$ cat config.mk
export PLATFORM = sky130hd
export DESIGN_NAME = alu_exec_unit
export DESIGN_NICKNAME = d
export VERILOG_FILES = /design/src/rtl/alu_pkg.sv /design/src/rtl/alu_shift_step.sv /design/src/rtl/alu_exec_unit.sv
export SDC_FILE = /design/constraint.sdc
export NUM_CORES = 1
export LEC_CHECK = 0
export BUFFER_PORTS_ARGS = -buffer_cell sky130_fd_sc_hd__buf_2
export CORE_AREA = 2 2 132 134
export CTS_BUF_LIST = sky130_fd_sc_hd__clkbuf_4
export CTS_CLUSTER_SIZE = 28
export DETAILED_ROUTE_END_ITERATION = 10
export DIE_AREA = 0 0 134 136
export PLACE_DENSITY = 0.92
export SLEW_MARGIN = 20
export SYNTH_ARGS = -nofsm -noshare
export SYNTH_HDL_FRONTEND = slang
export SYNTH_SLANG_ARGS = --single-unit
$ cat constraint.sdc
create_clock -name clk -period 4.15 [get_ports clk]
set_input_delay 0.2075 -clock clk [delete_from_list [all_inputs] [get_ports clk]]
set_output_delay 0.2075 -clock clk [all_outputs]
set_load 0.1 [all_outputs]
$ cat src/rtl/alu_pkg.sv
// Shared ALU function codes and execute-unit state encoding.
// Latency: n/a (types, constants and a helper only).
// Backpressure: n/a.
package alu_pkg;

    typedef logic [3:0] alufn_t;

    localparam alufn_t ALUFN_ADD  = 4'b0000;
    localparam alufn_t ALUFN_SUB  = 4'b0001;
    localparam alufn_t ALUFN_PASS = 4'b0011;
    localparam alufn_t ALUFN_OR   = 4'b0100;
    localparam alufn_t ALUFN_AND  = 4'b0101;
    localparam alufn_t ALUFN_XOR  = 4'b0111;
    localparam alufn_t ALUFN_SLL  = 4'b1000;
    localparam alufn_t ALUFN_SRL  = 4'b1001;
    localparam alufn_t ALUFN_SRA  = 4'b1010;
    localparam alufn_t ALUFN_SLT  = 4'b1101;
    localparam alufn_t ALUFN_SLTU = 4'b1111;

    typedef enum logic {
        ST_IDLE  = 1'b0,
        ST_SHIFT = 1'b1
    } exec_state_t;

    // True for the three codes that go through the iterative shifter.
    function automatic logic is_shift(input alufn_t fn);
        return (fn == ALUFN_SLL) || (fn == ALUFN_SRL) || (fn == ALUFN_SRA);
    endfunction

endpackage

$ cat src/rtl/alu_shift_step.sv
// One iteration of the iterative shifter: shift left or right by amt with a fill bit.
// Latency: combinational.
// Backpressure: none; the caller sequences iterations.
module alu_shift_step #(
    parameter int XLEN = 32
) (
    input  logic [XLEN-1:0] data_in,
    input  logic [4:0]      amt,
    input  logic            dir_left,
    input  logic            fill,
    output logic [XLEN-1:0] data_out
);

    logic [XLEN-1:0] fill_mask;

    // Right shifts OR the fill bit into the vacated upper positions.
    always_comb begin
        fill_mask = ~({XLEN{1'b1}} >> amt) & {XLEN{fill}};
        if (dir_left) begin
            data_out = data_in << amt;
        end else begin
            data_out = (data_in >> amt) | fill_mask;
        end
    end

endmodule

$ cat src/rtl/alu_exec_unit.sv
// RV32I execute unit: single-cycle logic/add/compare, iterative shifts, registered result and flags.
// Latency: 1 edge for single-cycle ops and zero shifts, 1 + ceil(n/SHIFT_PER_CYCLE) edges for shifts.
// Backpressure: in_ready drops while shifting or while a result is held with out_ready low.
module alu_exec_unit
    import alu_pkg::*;
#(
    parameter int XLEN            = 32,
    parameter int SHIFT_PER_CYCLE = 1
) (
    input  logic            clk,
    input  logic            rst_n,
    input  logic            in_valid,
    output logic            in_ready,
    input  logic [3:0]      alufn,
    input  logic [XLEN-1:0] op_a,
    input  logic [XLEN-1:0] op_b,
    output logic            out_valid,
    input  logic            out_ready,
    output logic [XLEN-1:0] result,
    output logic            flag_z,
    output logic            flag_n,
    output logic            flag_c,
    output logic            flag_v
);

    localparam logic [4:0] SPC_AMT = 5'(SHIFT_PER_CYCLE);

    exec_state_t     state_q, state_d;
    logic            out_valid_q, out_valid_d;
    logic [XLEN-1:0] result_q, result_d;
    logic [3:0]      flags_q, flags_d;      // {z, n, c, v}
    logic [XLEN-1:0] work_q, work_d;
    logic [4:0]      remain_q, remain_d;
    logic            dir_left_q, dir_left_d;
    logic            fill_q, fill_d;

    logic [XLEN:0]   sum_ext, diff_ext;
    logic [XLEN-1:0] alu_res;
    logic            alu_c, alu_v, alu_def;
    logic [4:0]      step_amt;
    logic [XLEN-1:0] shift_out;
    logic            accept;

    assign in_ready  = (state_q == ST_IDLE) && (!out_valid_q || out_ready);
    assign accept    = in_valid && in_ready;
    assign out_valid = out_valid_q;
    assign result    = result_q;
    assign {flag_z, flag_n, flag_c, flag_v} = flags_q;

    // Single-cycle datapath: adder, subtractor, compares, logic, and the zero-shift case.
    always_comb begin
        sum_ext  = {1'b0, op_a} + {1'b0, op_b};
        diff_ext = {1'b0, op_a} + {1'b0, ~op_b} + {{XLEN{1'b0}}, 1'b1};
        alu_res  = '0;
        alu_c    = 1'b0;
        alu_v    = 1'b0;
        alu_def  = 1'b1;
        case (alufn)
            ALUFN_ADD: begin
                alu_res = sum_ext[XLEN-1:0];
                alu_c   = sum_ext[XLEN];
                alu_v   = (op_a[XLEN-1] == op_b[XLEN-1]) && (sum_ext[XLEN-1] != op_a[XLEN-1]);
            end
            ALUFN_SUB: begin
                alu_res = diff_ext[XLEN-1:0];
                alu_c   = diff_ext[XLEN];
                alu_v   = (op_a[XLEN-1] != op_b[XLEN-1]) && (diff_ext[XLEN-1] != op_a[XLEN-1]);
            end
            ALUFN_PASS: alu_res = op_b;
            ALUFN_OR:   alu_res = op_a | op_b;
            ALUFN_AND:  alu_res = op_a & op_b;
            ALUFN_XOR:  alu_res = op_a ^ op_b;
            ALUFN_SLL, ALUFN_SRL, ALUFN_SRA: alu_res = op_a;   // only reached with shamt 0
            ALUFN_SLT:  alu_res = {{(XLEN-1){1'b0}}, ($signed(op_a) < $signed(op_b))};
            ALUFN_SLTU: alu_res = {{(XLEN-1){1'b0}}, (op_a < op_b)};
            default:    alu_def = 1'b0;
        endcase
    end

    // Each iteration moves min(SHIFT_PER_CYCLE, remaining) positions.
    always_comb begin
        if (int'(remain_q) < SHIFT_PER_CYCLE) begin
            step_amt = remain_q;
        end else begin
            step_amt = SPC_AMT;
        end
    end

    alu_shift_step #(.XLEN(XLEN)) u_shift_step (
        .data_in  (work_q),
        .amt      (step_amt),
        .dir_left (dir_left_q),
        .fill     (fill_q),
        .data_out (shift_out)
    );

    // Next-state: accept work in IDLE, iterate in SHIFT, manage the output holding register.
    always_comb begin
        state_d     = state_q;
        out_valid_d = out_valid_q;
        result_d    = result_q;
        flags_d     = flags_q;
        work_d      = work_q;
        remain_d    = remain_q;
        dir_left_d  = dir_left_q;
        fill_d      = fill_q;
        case (state_q)
            ST_IDLE: begin
                if (accept) begin
                    if (is_shift(alufn) && (op_b[4:0] != 5'd0)) begin
                        state_d     = ST_SHIFT;
                        work_d      = op_a;
                        remain_d    = op_b[4:0];
                        dir_left_d  = (alufn == ALUFN_SLL);
                        fill_d      = (alufn == ALUFN_SRA) && op_a[XLEN-1];
                        out_valid_d = 1'b0;
                    end else begin
                        result_d    = alu_res;
                        flags_d     = {alu_def && (alu_res == '0), alu_def && alu_res[XLEN-1], alu_c, alu_v};
                        out_valid_d = 1'b1;
                    end
                end else if (out_ready) begin
                    out_valid_d = 1'b0;
                end
            end
            ST_SHIFT: begin
                work_d   = shift_out;
                remain_d = remain_q - step_amt;
                if (remain_d == 5'd0) begin
                    result_d    = shift_out;
                    flags_d     = {(shift_out == '0), shift_out[XLEN-1], 1'b0, 1'b0};
                    out_valid_d = 1'b1;
                    state_d     = ST_IDLE;
                end
            end
            default: state_d = ST_IDLE;
        endcase
    end

    // State registers with synchronous active-low reset; reset discards any in-flight shift.
    always_ff @(posedge clk) begin
        if (!rst_n) begin
            state_q     <= ST_IDLE;
            out_valid_q <= 1'b0;
            result_q    <= '0;
            flags_q     <= '0;
            work_q      <= '0;
            remain_q    <= '0;
            dir_left_q  <= 1'b0;
            fill_q      <= 1'b0;
        end else begin
            state_q     <= state_d;
            out_valid_q <= out_valid_d;
            result_q    <= result_d;
            flags_q     <= flags_d;
            work_q      <= work_d;
            remain_q    <= remain_d;
            dir_left_q  <= dir_left_d;
            fill_q      <= fill_d;
        end
    end

endmodule

==> out/qor_table.md <==
| Group | Item | Reported |
| --- | --- | --- |
| sta | Slew at the pin closest to its max-slew limit | 932 ps |
| power and ir drop | Relative contribution of sequential cells to total power | 0.276 |
| global route | GR Layer Usage met2 | 0.705 |
| place | Placed cell areas | 0.0116 mm^2 |
| global route | GRT Resource Usage Total | 0.480 |
| critical path | Element type at the critical path end | flip-flop |
| place | Detail Placement HPWL | 34.9 mm |
| floorplanning | Die Ht | 136 um |
| clock network | Setup Fix Bufs, Post-CTS | 0 |
| logic synthesis | Mapped Nets | 1675 |
| drt | DRC marker count from the first detailed-route iteration | 1890 |
| sta | Count of final setup violators | 0 |
| global route | Met3 usage in global routing | 0.160 |
| sta | Worst setup slack after layout | 374 ps |
| place | IO Port Bufs | 109 |
| critical path | Startpoint type of the worst setup path | flip-flop |
| finish | Commonest cells after routing, fill and taps aside | nand2_1 (170), nor2_1 (123), a21oi_1 (120) |
| logic synthesis | Per-instance average area after synthesis | 6.95 um^2 |
| clock network | Maximum number of buffers from clock root to sink | 2 |
| sta | Max_slew headroom | 0.373 |
| finish | Most common cell after layout, fill and taps aside | nand2_1 |
| critical path | Crit-path max FO | 31 |
| critical path | Worst Reg-to-Reg Cells | 10 |
| drt | DRC errors left | 0 |
| outcome | Status | complete, no violations |
| logic synthesis | Flop and latch count out of synthesis | 77 |
| logic synthesis | Yosys warns | 0 |
| clock network | Clock tree from TritonCTS | built |
| floorplanning | Die width | 134 um |
| logic synthesis | Post-synthesis async set-or-reset flop share | 0 |
| sta | Tmin final | 3780 ps |
| finish | Final-layout fill cell count | 1456 |
| global route | Antenna violations before repair | 1 |
| logic synthesis | Sequential share of the synthesized area | 0.147 |
| logic synthesis | Post-synth EDFFs | 0 |
| place | RD Place Congestion | 1.08 |
| logic synthesis | Yosys cell types | 89 |
| finish | Final core utilization | 0.695 |
| logic synthesis | Flip-flop cell with the highest count after synthesis | dfxtp_1 |
| finish | Antenna diode instance count | 0 |
| power and ir drop | Final total power | 2.96 mW |
| drt | Aggregate routed wire length | 44.7 mm |
| drt | Post-DR vias/cell | 7.10 |
| global route | Most heavily used metal layer in global routing | met2 |
| sta | Setup skew after layout | 14.4 ps |
| power and ir drop | Worst VDD drop | 413 uV |
| clock network | Worst-skew pair later-pin latency | 460 ps |
| power and ir drop | Part of the power in the clock network | 0.174 |
| sta | Highest clock frequency the design can meet | 0.265 GHz |
| drt | Antenna-violating nets left | 0 |
| finish | Layout cells sized above 1 | 0.174 |
| floorplanning | Cell row count | 48 |
| critical path | Start-to-end type of the worst setup path | flip-flop to flip-flop |
| sta | Post-Route Setup TNS | 0 ps |
| logic synthesis | Post-synthesis instance total | 1504 |
| finish | Cell area after layout | 0.0117 mm^2 |
| finish | Sequential standard cell area | 0.00154 mm^2 |
| clock network | Clock root buffer master | clkbuf_4 |
| clock network | CTS sink cnt | 77 |
| floorplanning | Top-level I/O count | 110 |
| job | Max-cap violations | 0 |
| drt | Routed wire length per instance | 24.4 um |
| floorplanning | Starting utilization of the core area | 0.619 |
| clock network | Hold-fix buffers at CTS | 0 |
| place | Pre-CTS setup slack | 86.1 ps |
| sta | Count of final max-slew check failures | 0 |
| floorplanning | Core footprint | 0.0169 mm^2 |
| drt | First-pass iteration count of the detailed router | 6 |
| clock network | Reg clk slew, reported paths | 150 ps |
| global route | GRT overflow | 0 |
| floorplanning | Total Die Area | 0.0182 mm^2 |
| global route | Wire length of the first global-routing pass | 67.8 mm |
| power and ir drop | Power per standard cell area | 253 mW/mm^2 |
| logic synthesis | Netlist area before placement | 0.0105 mm^2 |
| critical path | Arrival time at the worst endpoint | 4170 ps |
| clock network | Total of cells resized after clock tree synthesis | 0 |
| min path | Worst hold path stage count | 4 |
| power and ir drop | Switching Fraction | 0.497 |
| global route | Largest net degree at the start of global routing | 54 |
| global route | Vias in the first global route | 11944 |
| clock network | Total number of H-tree levels | 3 |
| drt | Total via count in the routed design | 13000 |
| power and ir drop | Switching pwr | 1.47 mW |
| critical path | Endpoint required time on the critical path | 4540 ps |
| finish | Combined area of the multi-input logic cells | 0.00808 mm^2 |
| power and ir drop | Combinational power share | 0.550 |
| min path | Classification of the worst-slack hold path | input port to flip-flop |
| sta | Final-report hold violation count | 0 |
| clock network | CTS Buf Count | 9 |
| power and ir drop | Leakage | 4.84 nW |
| global route | Met1 global-route usage | 0.625 |
| finish | Syn-to-layout area delta | 12.1% |
| sta | Unrepaired setup endpoints after global routing | no |
| finish | Net count reported at finish | 1773 |
| sta | Final Cycle Share | 0.910 |
| power and ir drop | Total internal power | 1.49 mW |
-- registers in the layout, summed over array words and instances (netlist names) --
name        count
state_q         1
remain_q        5
dir_left_q      1
fill_q          1
out_valid       1
result         32
flags_q         4
work_q         32
-- synth_stat cells (all sizes together) (10+ instances only) --
| library cell | count | area [um^2] |
|---|---|---|
| nand2 | 170 | 638 |
| nor2 | 125 | 469 |
| a21oi | 121 | 606 |
| inv | 103 | 387 |
| ha | 97 | 1210 |
| o21ai | 92 | 460 |
| clkbuf | 78 | 293 |
| dfxtp | 77 | 1540 |
| a22oi | 52 | 390 |
| nor3 | 47 | 240 |
| mux2i | 41 | 410 |
| buf | 39 | 189 |
| nand3 | 34 | 170 |
| nor4 | 32 | 200 |
| o211ai | 26 | 195 |
| a31oi | 25 | 156 |
| a211oi | 24 | 185 |
| nor2b | 23 | 144 |
| a221oi | 20 | 199 |
| nand4 | 19 | 119 |
| o31ai | 19 | 143 |
| nand2b | 15 | 93.8 |
| o221a | 13 | 146 |
| a211o | 10 | 87.6 |
| xnor2 | 10 | 87.6 |
-- critical path, stage by stage (launching register included) --
cell,delay (ps)
dfxtp_1,400
nor4_1,590
nor2b_4,650
buf_4,380
o21ai_0,310
nor4_1,260
nand2_1,70
or4_1,490
nor4_1,330
a31oi_1,100
o21ai_1,120
-- power groups by stage --
stage	Sequential, mW	Combinational, mW	Clock (mW)
floorplan	1.03	0.862	0
global placement	0.830	1.54	0
detailed placement	0.832	1.56	0
CTS	0.816	1.56	0.514
global route	0.821	1.71	0.542
finish	0.819	1.63	0.516
-- layout make-up --
| cell class | instances | share of cell area |
|---|---|---|
| inverters | 103 | 0.0330 |
| multi-input cells | 1207 | 0.690 |
| flip-flops and latches | 77 | 0.132 |
| clock buffers | 9 | 0.00576 |
| well taps | 225 | 0.0240 |
| repair buffers | 204 | 0.108 |
| clock inverters | 7 | 0.00747 |
-- per-layer routing --
| layer | routed length, um | vias to the layer above | share of wire |
|---|---|---|---|
| li1 | - | 5774 | - |
| met1 | 16700 | 5940 | 0.37 |
| met2 | 18200 | 1079 | 0.41 |
| met3 | 7200 | 205 | 0.16 |
| met4 | 2570 | 2 | 0.057 |
| met5 | 13 | - | 0.00029 |
-- per-stage QoR --
step / instances / hold WS, ps
2_1_floorplan: 1504 / 358
3_3_place_gp: 1816 / 454
3_5_place_dp: 1816 / 458
4_1_cts: 1832 / 47.0
5_1_grt: 1832 / 61.7
6_report: 1832 / 50.9
-- worst paths after layout --
path	end	slack (ps)	start
max	flags_q[3]	370	remain_q[1]
min	out_valid	50	out_ready
max reg2reg	flags_q[3]	370	remain_q[1]
min reg2reg	flags_q[0]	480	flags_q[0]
-- logic make-up (layout without fill, tap and decap cells) --
group / Yosys count / in the layout / share of synthesized area
buffers and inverters: 220 / 323 / 0.0831
DFF: 77 / 77 / 0.147
and+or+nand+nor: 529 / 529 / 0.245
xor gates and xnor gates: 11 / 11 / 0.00922
muxes: 48 / 48 / 0.0468
AOI/OAI and AO/OA: 520 / 520 / 0.348
adders and majority gates: 99 / 99 / 0.120
Note: power is estimated with default switching activity, not from simulation.
